--- config.mk ---
export PLATFORM = sky130hd
export DESIGN_NAME = sser_tx
export DESIGN_NICKNAME = d
export VERILOG_FILES = /design/src/rtl/sser_pkg.sv /design/src/rtl/sser_baud_tick.sv /design/src/rtl/sser_tx.sv
export SDC_FILE = /design/constraint.sdc
export NUM_CORES = 1
export LEC_CHECK = 0
export BUFFER_PORTS_ARGS = -buffer_cell sky130_fd_sc_hd__buf_2
export CORE_UTILIZATION = 51
export DETAILED_ROUTE_END_ITERATION = 8
export PLACE_DENSITY = 0.76
export SLEW_MARGIN = 40
export SYNTH_ARGS = -nofsm -noshare
export SYNTH_HDL_FRONTEND = slang
export SYNTH_HIERARCHICAL = 1
export SYNTH_SLANG_ARGS = --single-unit
--- constraint.sdc ---
create_clock -name clk -period 2.27 [get_ports clk]
set_clock_uncertainty 0.2 [all_clocks]
set_input_delay 0.3405 -clock clk [delete_from_list [all_inputs] [get_ports clk]]
set_output_delay 0.3405 -clock clk [all_outputs]
set_load 0.03 [all_outputs]
--- src/rtl/sser_pkg.sv ---
`default_nettype none
// +------------------------------------------------------------------------+
// | Module  : sser_pkg                                                     |
// | Brief   : Shared types and constants for the sser_tx serial block.     |
// |           SSER_TX_PARITY_EN adds the PARITY state and frame length.    |
// | Revision: 1.0                                                          |
// +------------------------------------------------------------------------+
package sser_pkg;

`ifdef SSER_TX_PARITY_EN
    typedef enum logic [2:0] {
        ST_IDLE   = 3'd0,
        ST_START  = 3'd1,
        ST_SHIFT  = 3'd2,
        ST_STOP   = 3'd3,
        ST_PARITY = 3'd4
    } sser_state_e;

    localparam int FRAME_BITS = 11;
`else
    typedef enum logic [2:0] {
        ST_IDLE   = 3'd0,
        ST_START  = 3'd1,
        ST_SHIFT  = 3'd2,
        ST_STOP   = 3'd3
    } sser_state_e;

    localparam int FRAME_BITS = 10;
`endif

    localparam logic [3:0] REG_TXDATA = 4'h0;
    localparam logic [3:0] REG_CTRL   = 4'h1;

    // Bus window: BA13 low, BA12 high
    localparam logic WIN_BA13 = 1'b0;
    localparam logic WIN_BA12 = 1'b1;

    localparam int DATA_BITS = 8;

    function automatic int frame_cycles(input int clk_div);
        return FRAME_BITS * clk_div;
    endfunction

endpackage
`default_nettype wire

--- src/rtl/sser_baud_tick.sv ---
`default_nettype none
// +------------------------------------------------------------------------+
// | Module  : sser_baud_tick                                               |
// | Brief   : Bit-period divider; tick marks the last cycle of each bit.   |
// | Revision: 1.0                                                          |
// +------------------------------------------------------------------------+
module sser_baud_tick #(
    parameter int CLK_DIV = 16
) (
    input  logic clk,
    input  logic rst,
    input  logic restart,
    output logic tick
);

    localparam int              CW   = $clog2(CLK_DIV);
    localparam logic [CW-1:0]   LAST = CW'(CLK_DIV - 1);

    logic [CW-1:0] cnt_q;
    logic [CW-1:0] cnt_d;

    assign tick = (cnt_q == LAST);

    always_comb begin
        cnt_d = cnt_q + 1'b1;
        if (restart || tick) begin
            cnt_d = '0;
        end
    end

    always_ff @(posedge clk) begin
        if (rst) begin
            cnt_q <= '0;
        end else begin
            cnt_q <= cnt_d;
        end
    end

endmodule
`default_nettype wire

--- src/rtl/sser_tx.sv ---
`default_nettype none
// +------------------------------------------------------------------------+
// | Module  : sser_tx                                                      |
// | Brief   : Bus-mapped 8N1 serial transmitter with sticky overrun flag.  |
// |           Define SSER_TX_PARITY_EN for an even-parity bit.             |
// | Revision: 1.0                                                          |
// +------------------------------------------------------------------------+
module sser_tx
    import sser_pkg::*;
#(
    parameter int CLK_DIV = 16
) (
    input  logic        clk,
    input  logic        rst,
    input  logic        sser,
    input  logic [13:4] ba,
    input  logic        br_w,
    input  logic [7:0]  bd,
    output logic        sd_tx,
    output logic        busy,
    output logic        ovr
);

    localparam logic [2:0] LAST_BIT = 3'(DATA_BITS - 1);

    sser_state_e state_q;
    logic        sd_tx_q;
    logic        busy_q;
    logic        ovr_q;
    logic [2:0]  bitcnt_q;
    logic [7:0]  shreg_q;
`ifdef SSER_TX_PARITY_EN
    logic        par_q;
`endif

    logic wstb;
    logic wr_tx;
    logic wr_ctrl;
    logic tick;
    logic tx_ok;
    logic accept;
    logic ovr_set;
    logic ovr_clr;
    logic restart;
    logic unused_ba;

    assign unused_ba = ^ba[11:8];

    assign wstb    = ~sser & (ba[13] == WIN_BA13) & (ba[12] == WIN_BA12) & ~br_w;
    assign wr_tx   = wstb & (ba[7:4] == REG_TXDATA);
    assign wr_ctrl = wstb & (ba[7:4] == REG_CTRL);

    // Final STOP cycle counts as free so frames can abut with no idle gap
    assign tx_ok   = (state_q == ST_IDLE) | ((state_q == ST_STOP) & tick);
    assign accept  = wr_tx & tx_ok;
    assign ovr_set = wr_tx & ~tx_ok;
    assign ovr_clr = wr_ctrl & bd[0];
    assign restart = accept | (state_q == ST_IDLE);

    sser_baud_tick #(
        .CLK_DIV (CLK_DIV)
    ) u_baud (
        .clk     (clk),
        .rst     (rst),
        .restart (restart),
        .tick    (tick)
    );

    always_ff @(posedge clk) begin
        if (rst) begin
            state_q  <= ST_IDLE;
            sd_tx_q  <= 1'b1;
            busy_q   <= 1'b0;
            ovr_q    <= 1'b0;
            bitcnt_q <= '0;
            shreg_q  <= '0;
`ifdef SSER_TX_PARITY_EN
            par_q    <= 1'b0;
`endif
        end else begin
            if (ovr_set) begin
                ovr_q <= 1'b1;
            end else if (ovr_clr) begin
                ovr_q <= 1'b0;
            end

            if (accept) begin
                state_q  <= ST_START;
                sd_tx_q  <= 1'b0;
                busy_q   <= 1'b1;
                shreg_q  <= bd;
                bitcnt_q <= '0;
`ifdef SSER_TX_PARITY_EN
                par_q    <= ^bd;
`endif
            end else if (tick) begin
                case (state_q)
                    ST_START: begin
                        state_q <= ST_SHIFT;
                        sd_tx_q <= shreg_q[0];
                        shreg_q <= shreg_q >> 1;
                    end
                    ST_SHIFT: begin
                        if (bitcnt_q == LAST_BIT) begin
`ifdef SSER_TX_PARITY_EN
                            state_q <= ST_PARITY;
                            sd_tx_q <= par_q;
`else
                            state_q <= ST_STOP;
                            sd_tx_q <= 1'b1;
`endif
                        end else begin
                            bitcnt_q <= bitcnt_q + 1'b1;
                            sd_tx_q  <= shreg_q[0];
                            shreg_q  <= shreg_q >> 1;
                        end
                    end
`ifdef SSER_TX_PARITY_EN
                    ST_PARITY: begin
                        state_q <= ST_STOP;
                        sd_tx_q <= 1'b1;
                    end
`endif
                    default: begin
                        state_q <= ST_IDLE;
                        sd_tx_q <= 1'b1;
                        busy_q  <= 1'b0;
                    end
                endcase
            end
        end
    end

    assign sd_tx = sd_tx_q;
    assign busy  = busy_q;
    assign ovr   = ovr_q;

endmodule
`default_nettype wire

* After elaboration in Yosys (flattened, before gate mapping)
Index checks and enable logic that the tools add are counted. Widths: inputs -> output; s select.
Operators by class: add/subtract/negate cells 2, equality and inequality tests 10, multiplexer cells 17, bitwise logic cells 16, reductions and logical operators 14
Operators by type and width (count):
- $mux 8 | 3
- $pmux 8 s2 | 1
- $mux 1 | 10
- $and 1x1->1 | 9
- $eq 3x2->1 const B | 2
- $ne 3x3->1 const B | 2
- $pmux 3 s2 | 1
- $reduce_and 2->1 | 3
- $reduce_and 3->1 | 2
- $reduce_or 2->1 | 3
- $not 1->1 | 5
- $add 4x1->4 const B | 1
- $eq 4x1->1 const B | 1
- $eq 4x4->1 const B | 1
- $logic_not 4->1 | 1
- $reduce_bool 2->1 | 2
- $add 3x1->3 const B | 1
- $eq 3x1->1 const B | 1
- $eq 3x3->1 const B | 1
- $logic_not 3->1 | 1
- $mux 3 | 1
- $reduce_bool 3->1 | 1
- $ne 2x1->1 const B | 1
- $ne 2x2->1 const B | 1
- 3 further kinds | 4
Storage, ports and cells: bits in registers 21, output and inout bits 3, logic and storage cells 67

* Depth between registers and ports, before layout
Gate-level depths: netlist (run 1).
depth in word-level cells 9, mapped depth 10

* Cells and area by module
The synthesis (run 1) kept the hierarchy.
By module, submodules not included:
- sser_tx | instances 1, cells each 89, area each 889.6 um^2, seq. area each 320.3 um^2
- sser_baud_tick | instances 1, cells each 16, area each 157.7 um^2, seq. area each 80.1 um^2

* Least setup slack after synthesis (run 1)
No wires, ideal clock.
kind reg-to-reg, start point reg u_baud.cnt_q[0], end point reg u_baud.cnt_q[1], setup time 0.116 ns, data arrival time 1.510 ns, slack 0.445 ns, cell stages (with the launch flop) 10, path buffers 1, cells stage by stage dfxtp_1 -> ha_1 -> nand3_1 -> inv_1 -> buf_2 -> a21o_1 -> nand4_4 -> nand2b_1 -> nor2_1 -> and3_1
Between the ends: word-level cells in the longest chain between the ends 7, elaborated cells on any way between the ends 8, classes of those cells add/sub (1); eq/ne (1); bitwise (4); reduce/logical (2)
Ends and longest elaborated chain:
- start: declaration | RTL line sser_baud_tick.sv:19 | logic [CW-1:0] cnt_q;
- start signal: assignment | RTL line sser_baud_tick.sv:35 | cnt_q <= cnt_d;
- $eq 4x4->1 | RTL line sser_baud_tick.sv:22 | assign tick = (cnt_q == LAST);
- net tick | RTL line sser_tx.sv:39 | logic tick;
- $and 1x1->1 | RTL line sser_tx.sv:54 | assign tx_ok = (state_q == ST_IDLE) | ((state_q == ST_STOP) & tick);
- $or 1x1->1 | RTL line sser_tx.sv:54
- $and 1x1->1 | RTL line sser_tx.sv:55 | assign accept = wr_tx & tx_ok;
- $or 1x1->1 | RTL line sser_tx.sv:58 | assign restart = accept | (state_q == ST_IDLE);
- net restart | RTL line sser_tx.sv:44 | logic restart;
- $logic_or 1x1->1 | RTL line sser_baud_tick.sv:26 | if (restart || tick) begin
- $reduce_or 2->1 (no line)
The timed path passes the listed nets, and every way through them passes these cells. A chain may end at the register's enable or synchronous reset.

* Worst setup path in the final report (run 1)
start point reg u_baud.cnt_q[0], end point reg shreg_q[5]
Between the ends: word-level cells in the longest chain between the ends 6, elaborated cells on any way between the ends 9, classes of those cells eq/ne (2); mux (1); bitwise (3); reduce/logical (3)
Ends and longest elaborated chain:
- $eq 4x4->1 (*) | RTL line sser_baud_tick.sv:22
- net tick | RTL line sser_tx.sv:39
- $and 1x1->1 | RTL line sser_tx.sv:54
- $or 1x1->1 | RTL line sser_tx.sv:54
- $and 1x1->1 | RTL line sser_tx.sv:55
- $ne 3x3->1 (no line) (tied with other cells)
- $reduce_and 3->1 (no line)
- end signal: assignment | RTL line sser_tx.sv:101 | shreg_q <= shreg_q >> 1;
- end signal: assignment | RTL line sser_tx.sv:115 | shreg_q <= shreg_q >> 1;
- end: declaration | RTL line sser_tx.sv:31 | logic [7:0] shreg_q;
Mark *: on every way through the listed nets, which the timed path passes. The rest lies on a longest branch.

==> flow_metrics.py, run 1 <==
metrics = {
    "sta": {
        "grt_setup_unrepaired": "no",
        "min_period_over_period_pct": 89.29,
        "final-setup-viol-count": 0,
        "setup-tns-final_ps": 0,
        "period_minus_ws_final_ps": 2027,
        "max_slew_margin_pct": 63.93,
        "max_slew.worst_pin.slew_ps": 539.5,
        "clock.fmax_mhz": 493.4,
        "report.final.hold_viol_count": 0,
        "finalMaxSlewViolations": 0,
    },
    "cts": {
        "h-tree-depth": 1,
        "ctsResizeCount": 0,
        "cts.clk_slew.worst_paths_ps": 100,
        "total_setup_buffers_inserted_after_cts": 0,
        "number_of_buffers_added_by_the_clock_tree_synthesis_step": 3,
        "worst_skew_late_latency_ps": 290,
        "cts_max_path_buffers": 2,
        "cts_root_buffer": "sky130_fd_sc_hd__clkbuf_4",
        "cts_sinks": 20,
        "postCtsHoldBufs": 0,
        "tritoncts": "yes",
    },
    "route": {
        "post-route-drc-count": 0,
        "routed_wire_length_per_instance_microns": 12.01,
        "postRouteAntennaNets": 0,
        "num_vias": 807,
        "drt_pre_antenna_iters": 4,
        "via_per_inst": 5.344,
        "drt_first_iter_violations": 8,
        "wl_microns": 1814,
    },
    "synthesis": {
        "synth_xor_area_share_pct": 2.509,
        "simple_logic_cell_fraction_of_the_synthesized_area_pct": 19.59,
        "synth_fa_ha_area_share_pct": 8.363,
        "synth_compound_area_share_pct": 17.92,
        "syn_nets": 134,
        "mappedNetlistArea_sq_um": 1047,
        "post_synth.cell_area_avg_sq_um": 9.974,
        "yosysWarnings": 6,
        "ys_ff_latch": 20,
        "dominant_combinational_cell_family_by_area_after_synthesis": "simple AND/OR/NAND/NOR gates",
        "synthMuxAreaShare_pct": 8.602,
        "synthCells": 105,
        "yosysSeqAreaShare_pct": 38.23,
        "synthDistinctLibCells": 35,
    },
    "place": {
        "port_buffers": 20,
        "detailedPlacementHpwl_microns": 1410,
        "dp_cells": 148,
        "place.gp.congestion": 0.6894,
        "dpl-instance-area_sq_um": 1157,
    },
    "status": {
        "status": "completed",
    },
    "die": {
        "rows": 16,
        "dieHeight_microns": 47.32,
        "ios": 25,
        "die-width_microns": 47.32,
        "die_outline_area_sq_um": 2239,
        "core_sq_um": 1942,
        "initial_core_util_pct": 53.93,
    },
    "grt": {
        "top_usage_layer_grt": "met2",
        "met1_usage_pct": 20.23,
        "initial_antenna_violation_count": 0,
        "first_global_vias": 720,
        "met3_track_usage_gr_pct": 5.000,
        "wire_length_of_the_first_global_routing_pass_microns": 2842,
        "grt.total_usage_pct": 18.66,
        "grt_start_max_net_pins": 19,
        "grtUsageMet2_pct": 32.05,
        "total_congestion_overflow": 0,
    },
    "power_and_ir_drop": {
        "clock_share_of_power_pct": 29.7,
        "power.switching_uw": 117.8,
        "power-per-cell-area_nw_per_um2": 462.5,
        "internal_power_uw": 427.9,
        "p_leak_uw": 0.0005429,
        "peakVddDrop_v": 0.0003809,
        "pwr-share-seq_pct": 64.5,
        "comb_power_share_pct": 5.8,
        "switching_share_pct": 21.59,
    },
    "cells_and_area": {
        "syn_to_final_growth_pct": 12.66,
        "post-route-cell-area_sq_um": 1180,
        "register_area_sq_um": 400.4,
        "mostFrequentLayoutCells": "20 x sky130_fd_sc_hd__dfxtp_1, 20 x sky130_fd_sc_hd__buf_2, 9 x sky130_fd_sc_hd__mux2i_1, 9 x sky130_fd_sc_hd__nor2_1",
        "multi_input_comb_area_sq_um": 596.8,
        "drive_above_1_share_pct": 30.65,
        "design.final.nets": 155,
        "antenna_cells": 0,
        "filler_cell_count": 189,
        "final_cells": 151,
    },
    "critical_path": {
        "cp_data_arrival_time_ps": 2010,
        "path_max_fanout": 17,
        "crit_path_start_kind": "flop",
        "crit_path_cell_trace": "ha_1 > nand3_1 > inv_1 > a21o_1 > nand4_4 > buf_4 > nor2_1 > a211oi_2",
        "slowest_delay_ps": 370,
        "worstSetupPathType": "flop to flop",
        "critPathBufInv": 2,
        "setup.worst_path.end_class": "flop",
        "critPathRequiredTime_ps": 2250,
        "cpMaxStageDelayCell": "sky130_fd_sc_hd__dfxtp_1",
        "crit_family": "buffers and inverters",
    },
    "hold_path": {
        "hold_path.class": "primary input to flop",
    },
    "job": {
        "max-cap-violations": 0,
    },
}
through the flow:
stage	hold WS, ps	worst slack [ps]	power [uW]	utilization, %
2_1_floorplan	211.4	444.6	371.2	-
3_3_place_gp	226.4	322.4	390.4	59.60
3_5_place_dp	247.5	269.8	392.1	59.60
4_1_cts	54.59	254.0	550.3	60.76
5_1_grt	50.78	88.65	561.1	60.76
6_report	52.39	243.1	545.7	60.76
area by class of cell:
class	count	share of cell area, %
Multi-Input combinational cell	75	50.58
Sequential cell	20	33.93
Timing Repair Buffer	21	9.120
Tap cell	27	2.863
Clock buffer	3	1.909
Inverter	5	1.591
cell families after synthesis:
logic type,count (synthesis)
and+or+nand+nor,33
AOI/OAI and AO/OA,23
DFF,20
buffers and inverters,10
muxes,9
adders and majority gates,7
xor gates and xnor gates,3
sequential cells by signal, summed over array words and instances, names as in the netlist:
name	cells
busy	1
ovr	1
state_q	2
u_baud/cnt_q	4
sd_tx	1
shreg_q	8
bitcnt_q	3
synth_stat cells, drive strengths merged:
master	number	share of area, %
and3	1	0.60
buf	4	2.6
nor3b	1	1.2
a311oi	1	0.84
nor3	5	2.9
mux2i	9	8.6
xor2	2	1.7
and2	1	0.60
clkbuf	1	0.36
nor2	10	3.8
o211ai	1	1.2
or2	1	0.60
o21ai	4	1.9
nand2	5	1.8
nand2b	2	1.2
o21bai	2	1.4
a211oi	7	8.4
and4	1	0.84
nor4	1	2.0
dfxtp	20	38
a21oi	6	2.9
xnor2	1	0.84
a21o	1	0.72
a31oi	1	0.60
ha	7	8.4
nand4	2	2.6
inv	5	1.8
nand3	3	1.4
worst reg2reg max path: cells and delay by family, from the launching register on:
kind                       cells  cell delay (ps)
AOI/OAI and AO/OA              2              280
DFF                            1              370
adders and majority gates      1              200
and+or+nand+nor                3              380
buffers and inverters          2              480
path summary, 6_finish.rpt:
check	depth (start not counted)	slack, ps	end	from
max	8	240	shreg_q[5]	u_baud/cnt_q[0]
min	2	50	ovr	ba[4]
max reg2reg	8	240	shreg_q[5]	u_baud/cnt_q[0]
min reg2reg	1	260	u_baud/cnt_q[0]	u_baud/cnt_q[0]
power groups by stage:
stage / clock [uW] / sequential, uW / combinational (uW)
CTS: 166 / 352 / 32.3
global route: 175 / 352 / 34.2
detailed placement: 0 / 360 / 32.1
finish: 162 / 352 / 31.8
global placement: 0 / 360 / 30.4
floorplan: 0 / 360 / 11.0
layer usage:
layer	part of all wire (%)	vias to the layer above
met4	2.4	0
li1	-	415
met3	4.1	4
met2	50	19
met1	44	369
met5	0	-
Power figures use the tool's default switching activity.
==> inputs of run 2 (changes only) <==
CORE_UTILIZATION = 45   (was 51)
PLACE_DENSITY = 0.69   (was 0.76)
==> flow_metrics.py, run 2 (synthesized netlist as in run 1, its figures left out) <==
metrics = {
    "critical_path": {
        "critPathRequiredTime_ps": 2240,
        "setup.worst_path.end_class": "flop",
        "cp_data_arrival_time_ps": 2050,
        "crit_path_start_kind": "flop",
        "path_max_fanout": 12,
        "worstSetupPathType": "flop to flop",
    },
    "route": {
        "via_per_inst": 5.288,
        "met2WireLength_microns": 883,
        "drt_first_iter_violations": 8,
        "wl_microns": 1829,
        "drt_pre_antenna_iters": 4,
        "postRouteAntennaNets": 0,
        "dr.max_layer_used": "met4",
        "route.layer.met1.wl_microns": 876,
        "post-route-drc-count": 0,
        "dr_wl_met3_microns": 52,
        "routed_wire_length_per_instance_microns": 11.95,
        "num_vias": 809,
    },
    "power_and_ir_drop": {
        "internal_power_uw": 463.6,
        "clock_share_of_power_pct": 34.1,
        "power-per-cell-area_nw_per_um2": 487.1,
        "peakVddDrop_v": 0.0002970,
        "pwr-share-seq_pct": 60.5,
        "p_leak_uw": 0.0005501,
        "switching_share_pct": 20.35,
        "comb_power_share_pct": 5.4,
        "power.switching_uw": 118.4,
    },
    "job": {
        "max-cap-violations": 0,
    },
    "cells_and_area": {
        "mostFrequentLayoutCells": "20 x sky130_fd_sc_hd__dfxtp_1, 20 x sky130_fd_sc_hd__buf_2, 9 x sky130_fd_sc_hd__mux2i_1, 9 x sky130_fd_sc_hd__nor2_1",
        "register_area_sq_um": 400.4,
        "largest_register_ff_count": 8,
        "design.final.nets": 155,
        "filler_cell_count": 213,
        "antenna_cells": 0,
        "max_flop_register": "shreg_q",
        "multi_input_comb_area_sq_um": 596.8,
        "syn_to_final_growth_pct": 14.10,
        "drive_above_1_share_pct": 31.20,
        "biggestRegsByFlops": "shreg_q (8), u_baud/cnt_q (4), bitcnt_q (3)",
    },
    "sta": {
        "clock.fmax_mhz": 480.0,
        "max_slew_margin_pct": 63.57,
        "setup-tns-final_ps": 0,
        "grt_setup_unrepaired": "no",
        "report.final.hold_viol_count": 0,
        "final-setup-viol-count": 0,
        "min_period_over_period_pct": 91.77,
        "period_minus_ws_final_ps": 2083,
        "max_slew.worst_pin.slew_ps": 544.9,
        "finalMaxSlewViolations": 0,
        "worst_slack_ps": 186.7,
    },
    "place": {
        "place.gp.congestion": 0.8171,
        "pre_cts_ws_ps": 217.0,
        "port_buffers": 20,
        "detailedPlacementHpwl_microns": 1449,
    },
    "cts": {
        "cts_root_buffer": "sky130_fd_sc_hd__clkbuf_4",
        "cts.clk_slew.worst_paths_ps": 110,
        "worst_skew_late_latency_ps": 290,
        "h-tree-depth": 1,
        "cts_max_path_buffers": 2,
        "ctsResizeCount": 0,
        "postCtsHoldBufs": 0,
        "total_setup_buffers_inserted_after_cts": 0,
        "number_of_buffers_added_by_the_clock_tree_synthesis_step": 3,
        "tritoncts": "yes",
        "cts_sinks": 20,
    },
    "grt": {
        "grt_start_max_net_pins": 19,
        "first_global_vias": 790,
        "grt.total_usage_pct": 16.68,
        "wire_length_of_the_first_global_routing_pass_microns": 3194,
        "total_congestion_overflow": 0,
        "initial_antenna_violation_count": 0,
    },
    "die": {
        "initial_core_util_pct": 47.34,
        "die_outline_area_sq_um": 2524,
        "rows": 17,
        "dieHeight_microns": 50.24,
        "core_sq_um": 2212,
        "die-width_microns": 50.24,
        "ios": 25,
    },
    "hold_path": {
        "hold_path.class": "primary input to flop",
    },
    "status": {
        "status": "completed",
    },
}
-- run 2: cell types whose count changed in the layout (fill, tap and decap cells not counted) --
cell                       before  now
sky130_fd_sc_hd__clkbuf_8       0    1
-- run 2: through the flow --
stage | hold WS, ps | utilization, % | instance area (sq um) | std cells | power (uW)
2_1_floorplan | 211.4 | - | 1047 | 105 | 371.2
3_3_place_gp | 225.9 | 52.38 | 1159 | 149 | 390.7
3_5_place_dp | 242.2 | 52.38 | 1159 | 149 | 391.7
4_1_cts | 53.82 | 54.02 | 1195 | 153 | 588.7
5_1_grt | 57.97 | 54.02 | 1195 | 153 | 610.3
6_report | 59.99 | 54.02 | 1195 | 153 | 582.0
-- run 2: critical path, cell delays in order, from the launching register on --
cell,delay (ps)
sky130_fd_sc_hd__dfxtp_1,380
sky130_fd_sc_hd__ha_1,200
sky130_fd_sc_hd__nand3_1,130
sky130_fd_sc_hd__inv_1,250
sky130_fd_sc_hd__a21o_1,210
sky130_fd_sc_hd__nand4_4,170
sky130_fd_sc_hd__buf_4,240
sky130_fd_sc_hd__nor2_1,130
sky130_fd_sc_hd__a211oi_2,60
-- run 2: layer usage --
layer	vias up	GRT usage, %
met2	14	28.67
met4	0	7.143
li1	416	-
met3	2	2.727
met1	377	20.22
met5	-	0
-- run 2: area by class of cell --
cell class | count | share of cell area, %
clock buffers | 4 | 3.037
well taps | 28 | 2.932
multi-input cells | 75 | 49.95
repair buffers | 21 | 9.005
inverters | 5 | 1.571
flip-flops and latches | 20 | 33.51
-- run 2: worst paths after layout --
check / from / end / slack, ps / depth (start not counted)
worst max-delay path: u_baud/cnt_q[0] / shreg_q[3] / 190 / 8
worst min-delay path: ba[4] / ovr / 60 / 2
worst max register to register: u_baud/cnt_q[0] / shreg_q[3] / 190 / 8
worst min register to register: u_baud/cnt_q[0] / u_baud/cnt_q[0] / 270 / 1
-- run 2: power by group through the flow --
stage	Combinational, uW	Clock (uW)	Sequential (uW)
global route	34.8	223	352
CTS	31.8	205	352
detailed placement	31.6	0	360
global placement	30.7	0	360
floorplan	11.0	0	360
finish	31.3	199	352
